<file path="config.mk">
export PLATFORM = sky130hd
export DESIGN_NAME = fpu_arbiter
export DESIGN_NICKNAME = d
export VERILOG_FILES = /design/src/rtl/fpu_ctrl_pkg.sv /design/src/rtl/rr_arbiter.sv /design/src/rtl/fpu_arbiter.sv
export SDC_FILE = /design/constraint.sdc
export NUM_CORES = 1
export LEC_CHECK = 0
export BUFFER_PORTS_ARGS = -buffer_cell sky130_fd_sc_hd__buf_2
export CORE_AREA = 2 2 165 167
export CTS_CLUSTER_SIZE = 40
export DETAILED_ROUTE_END_ITERATION = 10
export DIE_AREA = 0 0 167 169
export SLEW_MARGIN = 20
export SYNTH_ARGS = -nofsm -noshare
export SYNTH_HDL_FRONTEND = slang
export SYNTH_SLANG_ARGS = --single-unit
</file>
<file path="constraint.sdc">
create_clock -name clock -period 9.2 [get_ports clock]
set_clock_uncertainty 0.15 [all_clocks]
set_input_delay 0 -clock clock [delete_from_list [all_inputs] [get_ports clock]]
set_output_delay 0 -clock clock [all_outputs]
set_load 0.01 [all_outputs]
</file>
<file path="src/rtl/fpu_ctrl_pkg.sv">
// Shared types and constants for the fpu request arbiter.
// Holds the controller state encoding and the opcode definitions.
package fpu_ctrl_pkg;

    localparam int OP_W = 3;
    localparam logic [OP_W-1:0] OP_IDLE = 3'b000;

    typedef enum logic [1:0] {
        ST_IDLE  = 2'b00,
        ST_ISSUE = 2'b01,
        ST_WAIT  = 2'b10,
        ST_RESP  = 2'b11
    } fpu_state_e;

    function automatic logic is_idle_op(input logic [OP_W-1:0] op);
        return (op == OP_IDLE);
    endfunction

endpackage

</file>
<file path="src/rtl/rr_arbiter.sv">
// Round-robin selector: searches from last_grant+1 upward (wrapping)
// and reports the first active request as a one-hot grant and an index.
module rr_arbiter #(
    parameter int N_REQ = 4,
    parameter int IW    = 2
) (
    input  logic [N_REQ-1:0] req,
    input  logic [IW-1:0]    last_grant,
    output logic [N_REQ-1:0] grant,
    output logic [IW-1:0]    index
);

    logic          found_s;
    logic [IW-1:0] cand_s;

    // Rotating priority search over all requesters
    always_comb begin
        grant   = '0;
        index   = '0;
        found_s = 1'b0;
        cand_s  = '0;
        for (int i = 1; i <= N_REQ; i++) begin
            cand_s = IW'((int'(last_grant) + i) % N_REQ);
            if (!found_s && req[cand_s]) begin
                found_s       = 1'b1;
                grant[cand_s] = 1'b1;
                index         = cand_s;
            end else begin
                found_s = found_s;
            end
        end
    end

endmodule

</file>
<file path="src/rtl/fpu_arbiter.sv">
// Shares one fpu among N_REQ requesters: round-robin grant, single
// operation in flight, wait timeout with error response.
module fpu_arbiter
    import fpu_ctrl_pkg::*;
#(
    parameter int N_REQ      = 4,
    parameter int DATA_WIDTH = 32,
    parameter int TIMEOUT    = 64
) (
    input  logic                         clock,
    input  logic                         reset,
    input  logic [N_REQ-1:0]             req_valid,
    output logic [N_REQ-1:0]             req_ready,
    input  logic [N_REQ*OP_W-1:0]        req_op,
    input  logic [N_REQ*DATA_WIDTH-1:0]  req_a,
    input  logic [N_REQ*DATA_WIDTH-1:0]  req_b,
    output logic [N_REQ-1:0]             resp_valid,
    input  logic [N_REQ-1:0]             resp_ready,
    output logic [DATA_WIDTH-1:0]        resp_result,
    output logic                         resp_err,
    output logic                         fpu_start,
    output logic [OP_W-1:0]              fpu_op,
    output logic [DATA_WIDTH-1:0]        fpu_a,
    output logic [DATA_WIDTH-1:0]        fpu_b,
    input  logic [DATA_WIDTH-1:0]        fpu_result,
    input  logic                         fpu_rdy
);

    localparam int IW = (N_REQ > 1) ? $clog2(N_REQ) : 1;
    localparam int CW = $clog2(TIMEOUT + 1);

    fpu_state_e            state_r;
    fpu_state_e            next_state_s;
    logic [IW-1:0]         last_grant_r;
    logic [IW-1:0]         id_r;
    logic [IW-1:0]         win_idx_s;
    logic [N_REQ-1:0]      win_grant_s;
    logic [OP_W-1:0]       op_r;
    logic [DATA_WIDTH-1:0] a_r;
    logic [DATA_WIDTH-1:0] b_r;
    logic [DATA_WIDTH-1:0] result_r;
    logic                  err_r;
    logic [CW-1:0]         wait_cnt_r;
    logic                  timeout_hit_s;
    logic [N_REQ-1:0]      id_onehot_s;

    logic [OP_W-1:0]       op_arr_s [N_REQ];
    logic [DATA_WIDTH-1:0] a_arr_s  [N_REQ];
    logic [DATA_WIDTH-1:0] b_arr_s  [N_REQ];

    genvar g;
    generate
        for (g = 0; g < N_REQ; g++) begin : g_unpack
            assign op_arr_s[g] = req_op[g*OP_W +: OP_W];
            assign a_arr_s[g]  = req_a[g*DATA_WIDTH +: DATA_WIDTH];
            assign b_arr_s[g]  = req_b[g*DATA_WIDTH +: DATA_WIDTH];
        end
    endgenerate

    rr_arbiter #(
        .N_REQ (N_REQ),
        .IW    (IW)
    ) u_rr_arbiter (
        .req        (req_valid),
        .last_grant (last_grant_r),
        .grant      (win_grant_s),
        .index      (win_idx_s)
    );

    // Expires on the last of TIMEOUT wait cycles, so the counter never exceeds TIMEOUT
    assign timeout_hit_s = (wait_cnt_r + CW'(1)) == CW'(TIMEOUT);
    assign id_onehot_s   = {{(N_REQ-1){1'b0}}, 1'b1} << id_r;

    // State register
    always_ff @(posedge clock) begin
        if (reset) begin
            state_r <= ST_IDLE;
        end else begin
            state_r <= next_state_s;
        end
    end

    // Next-state logic
    always_comb begin
        next_state_s = state_r;
        case (state_r)
            ST_IDLE: begin
                if (|req_valid) begin
                    next_state_s = is_idle_op(op_arr_s[win_idx_s]) ? ST_RESP : ST_ISSUE;
                end else begin
                    next_state_s = ST_IDLE;
                end
            end
            ST_ISSUE: next_state_s = ST_WAIT;
            ST_WAIT: begin
                if (fpu_rdy || timeout_hit_s) begin
                    next_state_s = ST_RESP;
                end else begin
                    next_state_s = ST_WAIT;
                end
            end
            ST_RESP: begin
                if (resp_ready[id_r]) begin
                    next_state_s = ST_IDLE;
                end else begin
                    next_state_s = ST_RESP;
                end
            end
            default: next_state_s = ST_IDLE;
        endcase
    end

    // Operation capture, grant history, wait counter and result registers
    always_ff @(posedge clock) begin
        if (reset) begin
            last_grant_r <= IW'(N_REQ - 1);
            id_r         <= '0;
            op_r         <= '0;
            a_r          <= '0;
            b_r          <= '0;
            result_r     <= '0;
            err_r        <= 1'b0;
            wait_cnt_r   <= '0;
        end else begin
            case (state_r)
                ST_IDLE: begin
                    if (|req_valid) begin
                        id_r         <= win_idx_s;
                        last_grant_r <= win_idx_s;
                        op_r         <= op_arr_s[win_idx_s];
                        a_r          <= a_arr_s[win_idx_s];
                        b_r          <= b_arr_s[win_idx_s];
                        result_r     <= '0;
                        err_r        <= 1'b0;
                    end
                end
                ST_ISSUE: wait_cnt_r <= '0;
                ST_WAIT: begin
                    wait_cnt_r <= wait_cnt_r + CW'(1);
                    if (fpu_rdy) begin
                        result_r <= fpu_result;
                        err_r    <= 1'b0;
                    end else if (timeout_hit_s) begin
                        result_r <= '0;
                        err_r    <= 1'b1;
                    end
                end
                ST_RESP: ;
                default: ;
            endcase
        end
    end

    // Output decode from the registered state
    always_comb begin
        req_ready   = '0;
        resp_valid  = '0;
        resp_result = '0;
        resp_err    = 1'b0;
        fpu_start   = 1'b0;
        fpu_op      = '0;
        fpu_a       = '0;
        fpu_b       = '0;
        case (state_r)
            ST_IDLE: begin
                if (!reset) begin
                    req_ready = win_grant_s;
                end else begin
                    req_ready = '0;
                end
            end
            ST_ISSUE: begin
                fpu_start = 1'b1;
                fpu_op    = op_r;
                fpu_a     = a_r;
                fpu_b     = b_r;
            end
            ST_WAIT: begin
                fpu_op = op_r;
                fpu_a  = a_r;
                fpu_b  = b_r;
            end
            ST_RESP: begin
                resp_valid  = id_onehot_s;
                resp_result = result_r;
                resp_err    = err_r;
            end
            default: req_ready = '0;
        endcase
    end

endmodule

</file>
==> flow_summary_export.csv, run 1 <==
group,metric,value,unit
final_layout,drive_above_1_share,30.2,%
timing,worst_pin_slew,945,ps
placement,port-buffer-count,419,
synth,syn_nets,1379,
final_layout,fillCellCount,2577,
pwr,peakVddDrop,0.000225,V
clocking,clk_path_buf_depth,2,
clocking,cts_tree,"yes",
global_routing,grt_max_degree,88,
synth,synth_cells,1055,
clocking,clk_latency,410,ps
setup_path,critical_path.max_fanout,72,
setup_path,cp_data_arrival_time,6900,ps
setup_path,setup.worst_path.start_class,"flip-flop",
routing,routed_wl,34.4,mm
clocking,cts_root_buffer,"clkbuf_16",
routing,vias_per_cell,5.24,
setup_path,r2r_slack,2510,ps
timing,timing.setup.tns,0,ps
setup_path,end_kind,"flip-flop",
routing,drc,0,
final_layout,design_area,13100,µm²
routing,dr_total_vias,10277,
die,io_pins,420,
clocking,cts_buffers,17,
setup_path,r2r-end,"b_r[18]",
setup_path,crit_type,"flip-flop to flip-flop",
die,die_width,167,µm
pwr,netSwitchingFraction,43.5,%
synth,synth_ff_type,"dfxtp_1",
die,start_util,30.6,%
timing,setup_violations,0,
clocking,cts_resized,0,
synth,syn_avg_cell_area,7.68,µm²
pwr,p_int,2.23,mW
final_layout,syn_to_final_growth,61.3,%
pwr,seq_power_share,17.5,%
global_routing,grt_pass1_wl,52.6,mm
die,die_area,28200,µm²
clocking,clkTransAtPathRegs,60,ps
routing,wl_per_cell,17.5,µm
pwr,clkPwrFrac,17.7,%
timing,relSlewSlack,37.0,%
setup_path,cp.required,9410,ps
global_routing,overflow,0,
global_routing,antenna_found_initial,5,
flow_run,timing.max_cap.violations,0,
die,std_cell_rows,60,
setup_path,r2r-start,"last_grant_r[0]",
synth,ys_types,51,
routing,ant_nets,0,
setup_path,cp-startpoint,"last_grant_r[0]",
routing,first_iter_violations,621,
global_routing,grt_pass1_vias,10101,
timing,post-route-min-period,6690,ps
pwr,combPwrFrac,64.8,%
synth,synth-seq-cells,113,
pwr,finalPower,3.95,mW
synth,syn_area,8100,µm²
die,core_area,26500,µm²
clocking,clock_sinks,113,
global_routing,grt.total_usage,23.1,%
setup_path,endpoint,"b_r[18]",
synth,yosysWarningCount,0,
synth,async_reset_ff_share,0,%
outcome,status,"completed",
timing,hold_violations,0,
placement,place_ws,4050,ps
timing,finalCritPeriodShare,72.7,%
pwr,p_leak,6.10,nW
worst_hold_path,hold_class,"input port to flip-flop",
timing,max_freq,149,MHz
synth,synth_edf_count,0,
placement,place.gp.congestion,0.941,
synth,ys_seq_area_share,27.9,%
setup_path,r2r_cells,14,
timing,drv_slew,0,
placement,postPlaceCellArea,10300,µm²
worst_hold_path,hold_path_depth,4,
timing,rsz0062_at_grt,"false",
placement,hpwl,22.0,mm
timing,worst_slack,2510,ps
pwr,power.density,302,nW/µm²
final_layout,nets,1928,
clocking,cts_max_level,4,
routing,dr.pass1.iters,5,
die,die_y,169,µm
pwr,p_switching,1.72,mW
==> power groups by stage <==
stage                     Clock, mW  Sequential, mW  Combinational (mW)
after global placement            0           0.699                2.10
after global routing          0.736           0.708                2.77
after floorplan                   0           0.666                1.59
after detailed placement          0           0.701                2.13
final                         0.698           0.693                2.56
after CTS                     0.714           0.692                2.54
==> worst min path at each step <==
stage | from | end | slack [ps]
after global placement | fpu_result[30] | result_r[30] | 110
after global routing | req_b[126] | b_r[30] | 20
final | req_b[109] | b_r[13] | 20
after detailed placement | fpu_result[31] | result_r[31] | 110
after floorplan | fpu_result[0] | result_r[0] | 2
after CTS | req_a[100] | a_r[4] | 0.04
==> area by class of cell <==
cell class | count | area [µm²] | share of cell area (%)
clock inverters | 9 | 129 | 0.986
repair buffers | 647 | 4350 | 33.3
well taps | 341 | 427 | 3.27
clock buffers | 23 | 488 | 3.73
diodes | 5 | 12.5 | 0.0958
flip-flops and latches | 113 | 2260 | 17.3
multi-input cells | 749 | 5110 | 39.1
inverters | 76 | 285 | 2.18
==> placed cells by master (no fill, tap or decap), drive strengths merged, types with 13 or more instances in the layout <==
master / instances
a2111oi: 69
a211o: 67
a211oi: 68
a21oi: 118
and2: 102
buf: 434
clkbuf: 23
dfxtp: 113
dlygate4sd3: 213
ha: 13
inv: 76
mux2i: 72
nand2: 120
nand3: 39
nor2: 13
==> cell usage after synthesis (all sizes together) (5+ instances only) <==
library cell | number | area [µm²]
a2111oi | 69 | 613
a211o | 67 | 587
a211oi | 68 | 510
a21oi | 118 | 591
a22o | 5 | 43.8
and2 | 102 | 638
buf | 27 | 155
clkbuf | 90 | 338
dfxtp | 113 | 2260
ha | 13 | 163
inv | 76 | 285
mux2i | 72 | 721
nand2 | 120 | 450
nand2b | 7 | 43.8
nand3 | 39 | 195
nor2 | 13 | 48.8
nor3 | 5 | 25.0
o21ai | 8 | 43.8
or2 | 5 | 31.3
==> cells by family after synthesis <==
group / after synthesis / synth area share, %
AO/OA/AOI/OAI: 352 / 31.4
adder cells (fa/ha/maj): 13 / 2.01
buffers and inverters: 193 / 9.61
flip-flops: 113 / 27.9
multiplexers: 76 / 9.73
AND/OR/NAND/NOR: 308 / 19.3
==> layer usage <==
metal | wire length (µm) | up-vias | GRT usage [%]
li1 | - | 4914 | -
met1 | 14200 | 4872 | 27.7
met2 | 17200 | 425 | 40.5
met3 | 1960 | 66 | 4.37
met4 | 1040 | 0 | 9.22
met5 | 0 | - | 0
==> stage by stage <==
step	hold WS, ps	utilization (%)	std cells
6_report	22.8	49.3	1963
5_1_grt	17.4	49.3	1962
4_1_cts	0.0369	49.2	1958
3_5_place_dp	114	38.9	1713
3_3_place_gp	109	38.8	1712
2_1_floorplan	1.88	-	1055
==> registers in the layout, indices dropped and copies added, names as in the netlist <==
name,count
id_r,2
last_grant_r,2
wait_cnt_r,7
result_r,32
b_r,32
op_r,3
state_r,2
a_r,32
err_r,1
==> worst max-delay path: stages (launching register included) <==
cell	delay (ps)
dfxtp_1	750
inv_2	210
ha_1	420
nand2b_1	180
nor3b_1	170
o21ai_4	120
buf_4	600
a21o_4	810
buf_4	830
mux2i_1	160
dlygate4sd3_1	590
a211o_1	300
dlygate4sd3_1	560
a21oi_1	120
dlygate4sd3_1	560
==> repair_timing <==
item | 4_1_cts | 5_1_grt
hold buffers | 213 | 0
setup endpoints to repair | 0 | 0
buffers inserted | 0 | 0
hold endpoints to repair | 100 | 0
Power figures use the tool's default switching activity.
==> run 2: changes to the inputs <==
clock period = 6.45 ns   (was 9.2 ns; I/O delays follow)
==> flow_summary_export.csv, run 2 (same netlist as run 1, synthesis figures left out) <==
group,metric,value,unit
routing,wl_per_cell,17.3,µm
final_layout,most-common-layout-cells,"buf_2, dlygate4sd3_1, nand2_1",
worst_hold_path,hold_class,"input port to flip-flop",
final_layout,reg.largest.list,"a_r x32, b_r x32, result_r x32",
routing,drc,0,
global_routing,grt_pass1_vias,10111,
final_layout,drive_above_1_share,30.1,%
clocking,post_cts_buffers,0,
global_routing,overflow,0,
clocking,clkTransAtPathRegs,50,ps
timing,setup_violations,0,
clocking,cts_max_level,4,
pwr,p_leak,6.10,nW
pwr,power.density,437,nW/µm²
placement,port-buffer-count,419,
setup_path,r2r_slack,820,ps
die,core_area,26500,µm²
setup_path,crit_type,"flip-flop to flip-flop",
timing,whs,23.5,ps
timing,relSlewSlack,30.7,%
setup_path,critical_path.max_fanout,56,
placement,place.gp.congestion,0.875,
timing,rsz0062_at_grt,"false",
final_layout,syn_to_final_growth,61.7,%
clocking,clock_sinks,113,
pwr,peakVddDrop,0.000260,V
final_layout,nets,1929,
clocking,cts_tree,"yes",
clocking,clk_latency,410,ps
worst_hold_path,holdPathEnd,"b_r[15]",
setup_path,r2r_cells,13,
die,die_y,169,µm
worst_hold_path,min_from,"req_b[111]",
routing,first_iter_violations,618,
die,die_area,28200,µm²
timing,drv_slew,0,
setup_path,setup.worst_path.start_class,"flip-flop",
global_routing,antenna_found_initial,3,
global_routing,grt_pass1_wl,53.1,mm
timing,worst_slack,825,ps
timing,post-route-min-period,5630,ps
clocking,cts_resized,0,
clocking,clk_path_buf_depth,2,
clocking,holdBufCountCts,215,
routing,dr.pass1.iters,5,
routing,routed_wl,34.0,mm
timing,finalCritPeriodShare,87.2,%
die,die_width,167,µm
setup_path,r2r-start,"last_grant_r[0]",
die,io_pins,420,
setup_path,end_kind,"flip-flop",
final_layout,final_common_cell,"buf_2",
die,start_util,30.6,%
routing,vias_per_cell,5.22,
global_routing,grt.total_usage,23.2,%
setup_path,cp_data_arrival_time,5830,ps
outcome,status,"completed",
timing,worst_pin_slew,1040,ps
timing,max_freq,178,MHz
routing,dr_total_vias,10254,
timing,timing.setup.tns,0,ps
placement,place_inst,1712,
flow_run,timing.max_cap.violations,0,
placement,hpwl,21.6,mm
clocking,cts_root_buffer,"clkbuf_16",
die,std_cell_rows,60,
placement,place_ws,2090,ps
setup_path,r2r-end,"b_r[8]",
clocking,cts_buffers,17,
worst_hold_path,hold_path_depth,4,
global_routing,grt_max_degree,79,
final_layout,fin_cells,1963,
timing,hold_violations,0,
routing,ant_nets,0,
setup_path,cp.required,6650,ps
run 2: changes by cell type in the layout (fill, tap and decap cells not counted):
cell           before  now
diode_2             5    4
dlygate4sd3_1     213  215
bufinv_16           3    5
and2_1            102  101
clkbuf_8            4    2
buf_8               1    0
clkinvlp_4          2    1
and2_2              0    1
clkbuf_1            2    3
run 2: final cells by class:
class / instances / area (µm²)
Timing Repair Buffer: 648 / 4360
Inverter: 76 / 285
Fill cell: 2545 / 13400
Tap cell: 341 / 427
Clock inverter: 10 / 181
Multi-Input combinational cell: 749 / 5110
Sequential cell: 113 / 2260
Clock buffer: 22 / 464
Antenna cell: 4 / 10.0
run 2: worst max-delay path by stage:
stage / start / end / cells past startpoint
3_5_place_dp: last_grant_r[1] / b_r[9] / 10
3_3_place_gp: last_grant_r[1] / b_r[9] / 10
2_1_floorplan: last_grant_r[1] / state_r[1] / 13
5_1_grt: last_grant_r[0] / b_r[14] / 13
6_report: last_grant_r[0] / b_r[8] / 13
4_1_cts: last_grant_r[0] / b_r[14] / 10
run 2: power by group:
group / leakage, nW / switching (mW) / internal (mW) / total, mW
Clock: 0.314 / 0.340 / 0.705 / 1.04
Combinational: 4.86 / 2.00 / 1.69 / 3.69
Sequential: 0.927 / 0.114 / 0.875 / 0.988
Total: 6.10 / 2.45 / 3.27 / 5.72
run 2: metrics by stage:
| step | util [%] | power (mW) | cell area, µm² |
|---|---|---|---|
| after detailed placement | 38.8 | 4.04 | 10300 |
| final | 49.4 | 5.72 | 13100 |
| after global routing | 49.4 | 6.13 | 13100 |
| after global placement | 38.8 | 4.00 | 10300 |
| after CTS | 49.4 | 5.71 | 13100 |
| after floorplan | - | 3.22 | 8100 |
run 2: worst max-delay path, cell delays in order (launching register included):
cell and delay, ps:
dfxtp_1 760, inv_2 210, ha_1 420, nand2b_1 190, a21oi_1 210, or3_2 190
a21o_4 430, buf_4 680, mux2i_1 170, dlygate4sd3_1 620, a211o_1 290, dlygate4sd3_1 550
a21oi_1 120, dlygate4sd3_1 550
run 2: layer usage:
layer  track usage [%]  share of wire (%)  up-vias
met2              39.2                 49      434
met5                 0                  0        -
met4              11.8                4.3        0
met3              5.14                6.3       90
met1              27.6                 41     4819
li1                  -                  -     4911
==> run 3: changes to the inputs <==
CTS_BUF_LIST = sky130_fd_sc_hd__clkbuf_16   (was unset)
==> flow_summary_export.csv, run 3 (same netlist as run 1, synthesis figures left out) <==
group,metric,value,unit
outcome,status,"completed",
setup_path,cp_data_arrival_time,5820,ps
setup_path,cp.required,6650,ps
placement,port-buffer-count,419,
routing,drc,0,
final_layout,seqCellArea,2260,µm²
final_layout,nets,1928,
die,core_area,26500,µm²
global_routing,grt_pass1_wl,53.1,mm
setup_path,setup.worst_path.start_class,"flip-flop",
pwr,p_leak,6.10,nW
die,io_pins,420,
setup_path,cp-startpoint,"last_grant_r[0]",
final_layout,syn_to_final_growth,61.4,%
worst_hold_path,min_from,"req_b[111]",
placement,place.gp.congestion,0.875,
routing,ant_nets,0,
global_routing,antenna_found_initial,3,
timing,whs,22.4,ps
flow_run,timing.max_cap.violations,0,
setup_path,critical_path.max_fanout,56,
timing,post-route-min-period,5620,ps
die,std_cell_rows,60,
routing,dr_total_vias,10258,
timing,setup_violations,0,
timing,max_freq,178,MHz
final_layout,final_common_cell,"buf_2",
clocking,cts_max_level,4,
worst_hold_path,hold_class,"input port to flip-flop",
global_routing,overflow,0,
setup_path,end_kind,"flip-flop",
clocking,clk_latency,410,ps
final_layout,drive_above_1_share,30.0,%
timing,worst_pin_slew,1060,ps
pwr,peakVddDrop,0.000261,V
clocking,cts_tree,"yes",
routing,routed_wl,34.0,mm
final_layout,fillCellCount,2546,
clocking,cts_resized,0,
routing,wl_per_cell,17.3,µm
clocking,cts_buffers,17,
die,start_util,30.6,%
final_layout,multiInputGateArea,5110,µm²
die,die_area,28200,µm²
routing,dr.pass1.iters,5,
placement,hpwl,21.6,mm
timing,timing.setup.tns,0,ps
final_layout,reg.largest.list,"a_r x32, b_r x32, result_r x32",
setup_path,r2r-start,"last_grant_r[0]",
timing,drv_slew,0,
final_layout,most-common-layout-cells,"buf_2, dlygate4sd3_1, nand2_1",
clocking,clock_sinks,113,
clocking,clk_path_buf_depth,2,
die,die_width,167,µm
timing,rsz0062_at_grt,"false",
global_routing,grt_pass1_vias,10102,
timing,finalCritPeriodShare,87.2,%
global_routing,grt.total_usage,23.2,%
clocking,cts_root_buffer,"clkbuf_16",
timing,relSlewSlack,28.9,%
clocking,holdBufCountCts,214,
clocking,post_cts_buffers,0,
timing,hold_violations,0,
die,die_y,169,µm
pwr,power.density,435,nW/µm²
setup_path,crit_type,"flip-flop to flip-flop",
global_routing,grt_max_degree,79,
routing,first_iter_violations,656,
routing,vias_per_cell,5.23,
clocking,clkTransAtPathRegs,50,ps
-- run 3: cell types whose count changed in the layout (fill, tap and decap cells not counted) --
cell	delta
clkbuf_8	-2
clkinv_1	+2
clkbuf_1	-3
dlygate4sd3_1	-1
inv_1	+3
-- run 3: cell type report --
class                           instances  area share, %
Inverter                               76           2.18
Antenna cell                            4         0.0766
Clock buffer                           17           3.26
Clock inverter                         15           1.53
Timing Repair Buffer                  647           33.3
Multi-Input combinational cell        749           39.1
Tap cell                              341           3.26
Sequential cell                       113           17.3
-- run 3: final timing paths --
check	to	slack [ps]	depth (start not counted)
setup / recovery	b_r[8]	830	10
hold / removal	b_r[15]	20	4
setup reg to reg	b_r[8]	830	10
hold reg to reg	result_r[8]	290	2
-- run 3: metal layers --
metal | vias to the layer above | share of wire (%) | global-route usage [%]
met5 | - | 0 | 0
met2 | 456 | 49 | 39.3
li1 | 4910 | - | -
met3 | 86 | 6.5 | 5.14
met1 | 4806 | 40 | 27.6
met4 | 0 | 4.2 | 11.8
-- run 3: report_power, final --
group,switching [mW],internal [mW],total (mW),leakage (nW)
logic,2.00,1.69,3.69,4.86
registers,0.112,0.875,0.987,0.927
clock network,0.337,0.676,1.01,0.315
-- run 3: through the flow --
step                      worst slack, ps  cells  power, mW  instance area [µm²]  util, %
final                                 827   1962       5.69                13100     49.3
after global routing                  481   1960       6.10                13100     49.3
after CTS                             862   1958       5.67                13100     49.3
after detailed placement             2090   1712       4.04                10300     38.8
after global placement               2130   1712       4.00                10300     38.8
after floorplan                      3190   1055       3.22                 8100        -
-- run 3: worst max-delay path, stage by stage, from the launching register on --
cell,delay [ps]
dfxtp_1,760
inv_2,210
nor2_4,870
a21o_4,570
buf_4,680
mux2i_1,170
dlygate4sd3_1,610
a211o_1,290
dlygate4sd3_1,550
a21oi_1,120
dlygate4sd3_1,550
